<file path="src/rtl/seg7_scan_driver_pkg.sv">
// Shared constants for the 7-segment scan driver: segment code table and
// the all-segments-off pattern. Codes are active-high, ordered {g,f,e,d,c,b,a}.
package seg7_scan_driver_pkg;

   localparam logic [6:0] SEG_OFF = 7'b0000000;

   localparam logic [6:0] SEG_CODE [16] = '{
      7'b0111111,  // 0
      7'b0000110,  // 1
      7'b1011011,  // 2
      7'b1001111,  // 3
      7'b1100110,  // 4
      7'b1101101,  // 5
      7'b1111101,  // 6
      7'b0000111,  // 7
      7'b1111111,  // 8
      7'b1101111,  // 9
      7'b1110111,  // A
      7'b1111100,  // b
      7'b0111001,  // C
      7'b1011110,  // d
      7'b1111001,  // E
      7'b1110001   // F
   };

endpackage

</file>
<file path="src/rtl/seg7_hex_decode.sv">
// Combinational hex nibble to active-high 7-segment code.
// Pin polarity is handled by the top so this stays a pure table lookup.
module seg7_hex_decode
   import seg7_scan_driver_pkg::*;
(
   input  logic [3:0] nibble,
   output logic [6:0] code
);

   assign code = SEG_CODE[nibble];

endmodule

</file>
<file path="src/rtl/seg7_scan_driver.sv">
// Time-multiplexed N-digit 7-segment driver. A prescaler walks a digit index
// across the display; inputs land in a shadow register and are committed to
// the display register only at frame boundaries so a frame never mixes old
// and new values. Blink, blanking and leading-zero suppression darken digits;
// a short dead time at the start of each slot turns all anodes off.
module seg7_scan_driver
   import seg7_scan_driver_pkg::*;
#(
   parameter int NUM_DIGITS     = 4,
   parameter int SCAN_DIV       = 50000,
   parameter int DEAD_CYC       = 2,
   parameter int BLINK_DIV      = 32,
   parameter bit SEG_ACTIVE_LOW = 1'b0,
   parameter bit AN_ACTIVE_LOW  = 1'b1
) (
   input  logic                    clk,
   input  logic                    rst_n,
   input  logic [4*NUM_DIGITS-1:0] value,
   input  logic [NUM_DIGITS-1:0]   dp_in,
   input  logic [NUM_DIGITS-1:0]   blank_mask,
   input  logic [NUM_DIGITS-1:0]   blink_en,
   input  logic                    lz_suppress,
   input  logic                    load,
   output logic [6:0]              seg,
   output logic                    dp,
   output logic [NUM_DIGITS-1:0]   an,
   output logic                    frame_tick
);

   localparam int CW = (SCAN_DIV > 1) ? $clog2(SCAN_DIV) : 1;
   localparam int IW = (NUM_DIGITS > 1) ? $clog2(NUM_DIGITS) : 1;
   localparam int FW = (BLINK_DIV > 1) ? $clog2(BLINK_DIV) : 1;
   localparam logic [CW-1:0] CNT_LAST = CW'(SCAN_DIV - 1);
   localparam logic [IW-1:0] IDX_LAST = IW'(NUM_DIGITS - 1);
   localparam logic [FW-1:0] FRM_LAST = FW'(BLINK_DIV - 1);

   logic [CW-1:0] cnt;
   logic [IW-1:0] idx;
   logic [FW-1:0] frm;
   logic          phase;
   logic          slot_end, boundary;

   // shadow (captured on load) and display (committed at frame boundary)
   logic [4*NUM_DIGITS-1:0] sh_value, d_value;
   logic [NUM_DIGITS-1:0]   sh_dp, sh_blank, sh_blink;
   logic [NUM_DIGITS-1:0]   d_dp, d_blank, d_blink;
   logic                    sh_lz, d_lz, pending;

   logic [NUM_DIGITS-1:0] lz_mask, onehot;
   logic                  zrun;
   logic [3:0]            nib;
   logic [6:0]            code;
   logic                  cur_dp, cur_blank, cur_supp;
   logic                  dark, dp_on, dead, an_on;

   assign slot_end = (cnt == CNT_LAST);
   assign boundary = slot_end && (idx == IDX_LAST);

   // prescaler counts out each slot, then advances the digit index
   always_ff @(posedge clk or negedge rst_n) begin
      if (!rst_n) begin
         cnt <= '0;
         idx <= '0;
      end else if (slot_end) begin
         cnt <= '0;
         idx <= (idx == IDX_LAST) ? '0 : idx + 1'b1;
      end else begin
         cnt <= cnt + 1'b1;
      end
   end

   // frame counter; blink phase flips each time it wraps
   always_ff @(posedge clk or negedge rst_n) begin
      if (!rst_n) begin
         frm   <= '0;
         phase <= 1'b0;
      end else if (boundary) begin
         if (frm == FRM_LAST) begin
            frm   <= '0;
            phase <= ~phase;
         end else begin
            frm <= frm + 1'b1;
         end
      end
   end

   // shadow capture and tear-free commit; a load on the boundary goes straight through
   always_ff @(posedge clk or negedge rst_n) begin
      if (!rst_n) begin
         sh_value <= '0; sh_dp <= '0; sh_blank <= '0; sh_blink <= '0; sh_lz <= 1'b0;
         d_value  <= '0; d_dp  <= '0; d_blank  <= '0; d_blink  <= '0; d_lz  <= 1'b0;
         pending  <= 1'b0;
      end else if (boundary && load) begin
         sh_value <= value; sh_dp <= dp_in; sh_blank <= blank_mask; sh_blink <= blink_en; sh_lz <= lz_suppress;
         d_value  <= value; d_dp  <= dp_in; d_blank  <= blank_mask; d_blink  <= blink_en; d_lz  <= lz_suppress;
         pending  <= 1'b0;
      end else begin
         if (load) begin
            sh_value <= value; sh_dp <= dp_in; sh_blank <= blank_mask; sh_blink <= blink_en; sh_lz <= lz_suppress;
            pending  <= 1'b1;
         end
         if (boundary && pending) begin
            d_value <= sh_value; d_dp <= sh_dp; d_blank <= sh_blank; d_blink <= sh_blink; d_lz <= sh_lz;
            pending <= 1'b0;
         end
      end
   end

   // leading zeros: a digit is suppressed while every digit above it (and itself) is zero
   always_comb begin
      lz_mask = '0;
      zrun    = 1'b1;
      for (int i = NUM_DIGITS - 1; i >= 1; i--) begin
         zrun       = zrun & (d_value[4*i +: 4] == 4'h0);
         lz_mask[i] = d_lz & zrun;
      end
   end

   // pick out the attributes of the digit currently being scanned
   always_comb begin
      nib       = 4'h0;
      cur_dp    = 1'b0;
      cur_blank = 1'b0;
      cur_supp  = 1'b0;
      onehot    = '0;
      for (int i = 0; i < NUM_DIGITS; i++) begin
         if (idx == IW'(i)) begin
            nib       = d_value[4*i +: 4];
            cur_dp    = d_dp[i];
            cur_blank = d_blank[i] | (d_blink[i] & phase);
            cur_supp  = lz_mask[i];
            onehot[i] = 1'b1;
         end
      end
   end

   seg7_hex_decode u_dec (
      .nibble (nib),
      .code   (code)
   );

   // blanking/blink kill the dp too; a suppressed zero keeps its dp and anode
   assign dark  = cur_blank | cur_supp;
   assign dp_on = cur_dp & ~cur_blank;
   assign dead  = (int'(cnt) < DEAD_CYC);
   assign an_on = ~dead & (~dark | dp_on);

   // registered pin drivers with polarity applied
   always_ff @(posedge clk or negedge rst_n) begin
      if (!rst_n) begin
         seg        <= {7{SEG_ACTIVE_LOW}};
         dp         <= SEG_ACTIVE_LOW;
         an         <= {NUM_DIGITS{AN_ACTIVE_LOW}};
         frame_tick <= 1'b0;
      end else begin
         seg        <= (dark ? SEG_OFF : code) ^ {7{SEG_ACTIVE_LOW}};
         dp         <= dp_on ^ SEG_ACTIVE_LOW;
         an         <= (an_on ? onehot : '0) ^ {NUM_DIGITS{AN_ACTIVE_LOW}};
         frame_tick <= boundary;
      end
   end

endmodule

</file>
<file path="config.mk">
export PLATFORM = sky130hd
export DESIGN_NAME = seg7_scan_driver
export DESIGN_NICKNAME = d
export VERILOG_FILES = /design/src/rtl/seg7_scan_driver_pkg.sv /design/src/rtl/seg7_hex_decode.sv /design/src/rtl/seg7_scan_driver.sv
export SDC_FILE = /design/constraint.sdc
export NUM_CORES = 1
export LEC_CHECK = 0
export ABC_AREA = 1
export CAP_MARGIN = 20
export CORE_MARGIN = 2
export CORE_UTILIZATION = 58
export CTS_CLUSTER_DIAMETER = 50
export DETAILED_ROUTE_END_ITERATION = 8
export MAX_ROUTING_LAYER = met4
export PLACE_DENSITY = 0.84
export SETUP_SLACK_MARGIN = 0.02
export SLEW_MARGIN = 20
export SYNTH_ARGS = -nofsm -noshare
export SYNTH_HDL_FRONTEND = slang
export SYNTH_SLANG_ARGS = --single-unit
</file>
<file path="constraint.sdc">
create_clock -name clk -period 4.72 [get_ports clk]
set_input_delay 0.944 -clock clk [delete_from_list [all_inputs] [get_ports clk]]
set_output_delay 0.944 -clock clk [all_outputs]
set_load 0.02 [all_outputs]
</file>
==> impl_metrics.env, run 1 <==
export IMPL_grt_ovfl_total=0
export IMPL_hold_end="sh_blink[0]"
export IMPL_critPathMaxStageDelay_ps=470
export IMPL_worstHoldPathCells=2
export IMPL_fin_setup_tns_ps=0
export IMPL_slew_viol_final=0
export IMPL_first_global_vias=3563
export IMPL_cp_top_family="buffers and inverters"
export IMPL_worstPathRequired_ps=4960
export IMPL_tightest_slew_ps=887.5
export IMPL_max_freq_ghz=0.3594
export IMPL_p_per_area_nw_per_um2=290.7
export IMPL_cts_tree="yes"
export IMPL_critPathKind="input pin to flip-flop"
export IMPL_io_pins=45
export IMPL_drive_gt1_frac=0.05024
export IMPL_synth_avg_cell_area_sq_um=7.973
export IMPL_worstPathMaxFanout=30
export IMPL_crit_reg2reg_capture="d_blank[3]"
export IMPL_dpl_hpwl_mm=6.675
export IMPL_vias=3684
export IMPL_cp_arrival_ps=3020
export IMPL_clk_pin_slew_ps=90
export IMPL_outcome="finished clean"
export IMPL_cp_slowest_cell="clkinv_2"
export IMPL_die_height_um=92.68
export IMPL_totalWireLength_mm=9.498
export IMPL_rows=32
export IMPL_worstPathCellList="clkdlybuf4s50_1 -> buf_4 -> nor2_1 -> inv_1 -> nand2_2 -> clkinv_2 -> nand2_1 -> o21ai_0"
export IMPL_viasPerCell=5.124
export IMPL_vdd_drop_max_mv=0.1963
export IMPL_diodes=0
export IMPL_end_kind="flip-flop"
export IMPL_core_sq_um=7687
export IMPL_postCtsSetupBuffers=0
export IMPL_syn_num_nets=617
export IMPL_synthesis_area_sq_um=4561
export IMPL_setup_violations=0
export IMPL_utilization=0.6839
export IMPL_critPathLaunch="load"
export IMPL_cap_violations=0
export IMPL_clockBufferDepth=2
export IMPL_post_cts_resized=0
export IMPL_relSlewSlack=0.4077
export IMPL_cts_made_buffers=9
export IMPL_antenna_found_initial=0
export IMPL_io_buffers=44
export IMPL_rsz0062_at_grt="false"
export IMPL_final_area_sq_um=5258
export IMPL_finalWeightedCongestion=0.9079
export IMPL_drt_iter0_drc=250
export IMPL_grt_max_degree=61
export IMPL_cts_htree_levels=3
export IMPL_firstDrtPassIters=5
export IMPL_postPlaceCellArea_sq_um=5037
export IMPL_areaGrowthSynthToFinish_pct=15.28
export IMPL_wl_per_cell_um=13.21
export IMPL_skew_ps=8.931
export IMPL_die_x_um=92.68
export IMPL_clock_latency_ps=360
export IMPL_r2r_slack_ps=2140
export IMPL_cts_sinks=96
export IMPL_period_minus_slack_ps=2783
export IMPL_antenna_left=0
export IMPL_reg2regPathDepth=7
export IMPL_ys_warn_count=0
export IMPL_regToRegStartpoint="idx[1]"
export IMPL_min_from="sh_blink[0]"
export IMPL_ctsRootBufferMaster="clkbuf_8"
export IMPL_synth_cells=572
export IMPL_startpoint_type="input pin"
export IMPL_ctsHoldBuffers=0
export IMPL_synth_seq_area_share=0.5278
export IMPL_ys_ff_latch=96
export IMPL_final_nets=657
export IMPL_die_area_sq_um=8589
export IMPL_gr_usage_all_layers=0.2541
export IMPL_hold_path_class="flip-flop to flip-flop"
export IMPL_hold_viol=0
export IMPL_grt_pass1_wl_mm=16.75
export IMPL_path_buf_inv=4
export IMPL_leakagePower_uw=0.002726
export IMPL_finalCritPeriodShare=0.5895
export IMPL_ys_types=29
export IMPL_start_util=0.5933
export IMPL_drc=0
-- synth_stat cells (all sizes together) --
library cell	number	area, sq um
nor3b	1	7.510
or2	2	12.51
dfstp	4	105.1
nor4	3	18.77
nor2	50	197.7
clkinv	2	8.750
xor2	8	70.07
dfrtp	92	2302
xnor2	1	8.760
inv	64	240.2
nor3	12	60.06
nand4	5	31.28
clkbuf	6	22.52
nand3b	3	22.52
nand2	218	823.3
nand3	34	170.2
buf	11	81.32
o21ai	22	110.1
ha	13	162.7
a21oi	21	105.1
-- cell type report --
| cell class | instances | area, sq um |
|---|---|---|
| repair buffers | 46 | 452.9 |
| clock inverters | 5 | 78.83 |
| flip-flops and latches | 96 | 2407 |
| clock buffers | 11 | 141.4 |
| fillers | 651 | 2430 |
| inverters | 66 | 249.0 |
| multi-input cells | 393 | 1800 |
| well taps | 102 | 127.6 |
-- through the flow --
stage / instances / setup slack, ps / power [uW] / hold WS (ps)
final: 719 / 1937 / 1528 / 476.9
after global routing: 719 / 1753 / 1584 / 489.8
after CTS: 719 / 1935 / 1537 / 476.8
after detailed placement: 703 / 1590 / 948.9 / 456.6
after global placement: 703 / 1793 / 946.2 / 447.4
after floorplan: 572 / 2876 / 895.5 / 432.9
-- worst register-to-register path, delay by kind of cell (launching register included) --
kind / cells / cell delay [ps]
compound gates: 1 / 110
fa+ha+maj: 1 / 430
simple gates: 3 / 880
buf+inv: 2 / 680
flops: 1 / 380
-- routing by layer --
| metal | global-route usage | vias up | part of all wire |
|---|---|---|---|
| met4 | 0.08824 | 0 | 0.011 |
| li1 | - | 1850 | - |
| met2 | 0.4002 | 100 | 0.49 |
| met3 | 0.03580 | 11 | 0.044 |
| met1 | 0.3440 | 1723 | 0.46 |
| met5 | - | - | 0 |
-- report_power, final --
part	internal, uW	total (uW)	leakage [uW]	switching (uW)
Clock	314	597	0.000114	283
Sequential	844	850	0.00118	6.26
Combinational	34.2	81.4	0.00143	47.3
-- how the worst max path moves through the flow --
stage | depth (start not counted) | end
detailed placement | 8 | d_blank[3]
CTS | 7 | d_blank[3]
global route | 7 | d_blank[3]
global placement | 8 | d_blank[3]
finish | 8 | d_blank[3]
floorplan | 6 | d_blink[1]
-- layout by cell type, fill, tap and decap left out, drive strengths merged --
cell type      instances
ha                    13
xnor2                  1
nor4                   3
nand2                218
nor3b                  1
nand3b                 3
clkinv                 4
nor2                  50
dfrtp                 92
inv                   65
buf                    3
nand3                 34
nand4                  5
clkdlybuf4s50         43
o21ai                 22
xor2                   8
clkbuf                11
dfstp                  4
bufinv                 2
nor3                  12
or2                    2
a21oi                 21
-- state kept, by name (all words and copies together), names as in the netlist --
register,flops
cnt,16
sh_lz,1
seg,7
sh_dp,4
idx,2
an,4
sh_blink,4
d_dp,4
dp,1
d_value,16
d_blank,4
d_blink,4
frame_tick,1
pending,1
sh_value,16
phase,1
frm,5
sh_blank,4
d_lz,1
-- cell families (layout without fill, tap and decap cells) --
family                     count (synthesis)  in the layout  share of synthesized area
DFF                                       96             96                     0.5278
AOI/OAI and AO/OA                         43             43                    0.04719
xor gates and xnor gates                   9              9                    0.01728
adders and majority gates                 13             13                    0.03567
buffers and inverters                     83            128                    0.07736
and+or+nand+nor                          328            328                     0.2947
Power figures use the tool's default switching activity.
==> run 2, diff against run 1 <==
--- a/config.mk
+++ b/config.mk
@@ -8,11 +8,11 @@
 export ABC_AREA = 1
 export CAP_MARGIN = 20
 export CORE_MARGIN = 2
-export CORE_UTILIZATION = 58
+export CORE_UTILIZATION = 57
 export CTS_CLUSTER_DIAMETER = 50
 export DETAILED_ROUTE_END_ITERATION = 8
 export MAX_ROUTING_LAYER = met4
-export PLACE_DENSITY = 0.84
+export PLACE_DENSITY = 0.83
 export SETUP_SLACK_MARGIN = 0.02
 export SLEW_MARGIN = 20
 export SYNTH_ARGS = -nofsm -noshare
==> constraint.sdc (replaced) <==
create_clock -name clk -period 2.6 [get_ports clk]
set_input_delay 0.52 -clock clk [delete_from_list [all_inputs] [get_ports clk]]
set_output_delay 0.52 -clock clk [all_outputs]
set_load 0.02 [all_outputs]
==> run 2 against run 1 <==
Core utilization increased by 0.083 points. Critical path depth increased by 1. Register-to-register slack got worse by 1800 ps. Sequential power increased by 81%. Critical endpoint is now an[3].
==> impl_metrics.env, run 2 (same netlist as run 1, synthesis figures left out) <==
export IMPL_dpl_hpwl_mm=6.700
export IMPL_largestRegisters="cnt x16, d_value x16, sh_value x16"
export IMPL_vdd_drop_max_mv=0.2710
export IMPL_clk_pin_slew_ps=100
export IMPL_hold_worst_slack_ps=178.4
export IMPL_worstSetupPathDepth=9
export IMPL_period_minus_slack_ps=2241
export IMPL_cts_tree="yes"
export IMPL_clockBufferDepth=2
export IMPL_clock_latency_ps=370
export IMPL_drt_iter0_drc=148
export IMPL_postCtsSetupBuffers=0
export IMPL_antenna_left=0
export IMPL_die_height_um=93.45
export IMPL_reg2regPathDepth=9
export IMPL_relSlewSlack=0.6714
export IMPL_cp_slowest_cell="a21oi_1"
export IMPL_io_pins=45
export IMPL_finalWeightedCongestion=0.9567
export IMPL_r2r_slack_ps=360
export IMPL_power_switching_uw=609.6
export IMPL_leakagePower_uw=0.002741
export IMPL_fin_setup_tns_ps=0
export IMPL_grt_max_degree=97
export IMPL_cts_made_buffers=9
export IMPL_grt_pass1_wl_mm=15.84
export IMPL_path_buf_inv=2
export IMPL_start_util=0.5902
export IMPL_wl_per_cell_um=12.91
export IMPL_layout_common_cells="nand2_1 (216), dfrtp_1 (92), inv_1 (62)"
export IMPL_drc=0
export IMPL_critPathMaxStageDelay_ps=440
export IMPL_setup_violations=0
export IMPL_rsz0062_at_grt="false"
export IMPL_slew_viol_final=0
export IMPL_final_nets=660
export IMPL_power_internal_uw=2166
export IMPL_outcome="finished clean"
export IMPL_diodes=0
export IMPL_viasPerCell=5.057
export IMPL_die_area_sq_um=8733
export IMPL_die_x_um=93.45
export IMPL_cts_htree_levels=3
export IMPL_skew_ps=15.42
export IMPL_cap_violations=0
export IMPL_finalCritPeriodShare=0.8619
export IMPL_antenna_found_initial=0
export IMPL_final_area_sq_um=5291
export IMPL_firstDrtPassIters=4
export IMPL_power_frac_seq=0.556
export IMPL_startpoint_type="flip-flop"
export IMPL_worstPathCellList="inv_1 -> ha_1 -> inv_2 -> nor2_1 -> a21oi_1 -> a21oi_1 -> nand2_1 -> nand2_1 -> nand3_1"
export IMPL_first_global_vias=3541
export IMPL_core_sq_um=7727
export IMPL_gr_usage_all_layers=0.2376
export IMPL_drive_gt1_frac=0.05331
export IMPL_worstPathRequired_ps=2870
export IMPL_postPlaceCellArea_sq_um=5072
export IMPL_cp_arrival_ps=2510
export IMPL_worstPathMaxFanout=9
export IMPL_grt_ovfl_total=0
export IMPL_power_frac_clock=0.390
export IMPL_max_freq_ghz=0.4463
export IMPL_swShare=0.2196
export IMPL_p_per_area_nw_per_um2=524.6
export IMPL_end_kind="flip-flop"
export IMPL_regToRegStartpoint="idx[0]"
export IMPL_io_buffers=44
export IMPL_vias=3646
export IMPL_tightest_slew_ps=492.9
export IMPL_hold_viol=0
export IMPL_areaGrowthSynthToFinish_pct=16.02
export IMPL_fillers=654
export IMPL_ctsRootBufferMaster="clkbuf_8"
export IMPL_critPathKind="flip-flop to flip-flop"
export IMPL_pwr_share_comb=0.054
export IMPL_layout_commonest_cell="nand2_1"
export IMPL_utilization=0.6847
export IMPL_crit_reg2reg_capture="an[3]"
export IMPL_post_cts_resized=0
export IMPL_rows=32
export IMPL_totalWireLength_mm=9.311
export IMPL_hold_path_class="input pin to asynchronous set/reset pin"
export IMPL_totalPowerFinal_uw=2776
export IMPL_ctsHoldBuffers=0
export IMPL_cts_sinks=96
export IMPL_cp_top_family="simple AND/OR/NAND/NOR gates"
## run 2: final cells by class
type,instances,area [sq um],share of cell area
tap,102,127.6,0.02412
multi-input combinational,393,1800,0.3403
clock inverter,4,77.57,0.01466
sequential,96,2407,0.4550
inverter,66,249.0,0.04706
timing repair buffer,49,488.0,0.09222
clock buffer,11,141.4,0.02672
## run 2: worst register-to-register path: stages (launching register included)
cell     delay [ps]
dfrtp_1         400
inv_1           140
ha_1            380
inv_2           120
nor2_1          120
a21oi_1          70
a21oi_1         440
nand2_1         230
nand2_1         170
nand3_1          90
## run 2: power groups by stage
stage	clock [uW]	sequential [uW]	combinational [uW]
floorplan	0	1570	56.9
global placement	0	1570	151
detailed placement	0	1570	155
CTS	1100	1540	156
global route	1150	1550	175
finish	1080	1540	151
## run 2: stage by stage
stage | std cells | worst slack (ps)
detailed placement | 706 | 364.3
global placement | 706 | 391.5
CTS | 721 | 344.8
finish | 721 | 359.1
floorplan | 572 | 805.8
global route | 721 | 167.0
## run 2: routing by layer
metal,track usage,vias up,share of wire
met5,-,-,0
met3,0.04674,15,0.041
li1,-,1857,-
met4,0.07108,0,0.017
met1,0.3085,1699,0.47
met2,0.3819,75,0.47
## run 2: how the worst max path moves through the flow
| stage | from | endpoint | slack [ps] |
|---|---|---|---|
| after floorplan | idx[1] | seg[3] | 810 |
| after global placement | idx[0] | an[1] | 390 |
| after detailed placement | idx[0] | an[1] | 360 |
| after CTS | idx[0] | an[1] | 340 |
| after global routing | idx[0] | an[1] | 170 |
| final | idx[0] | an[3] | 360 |
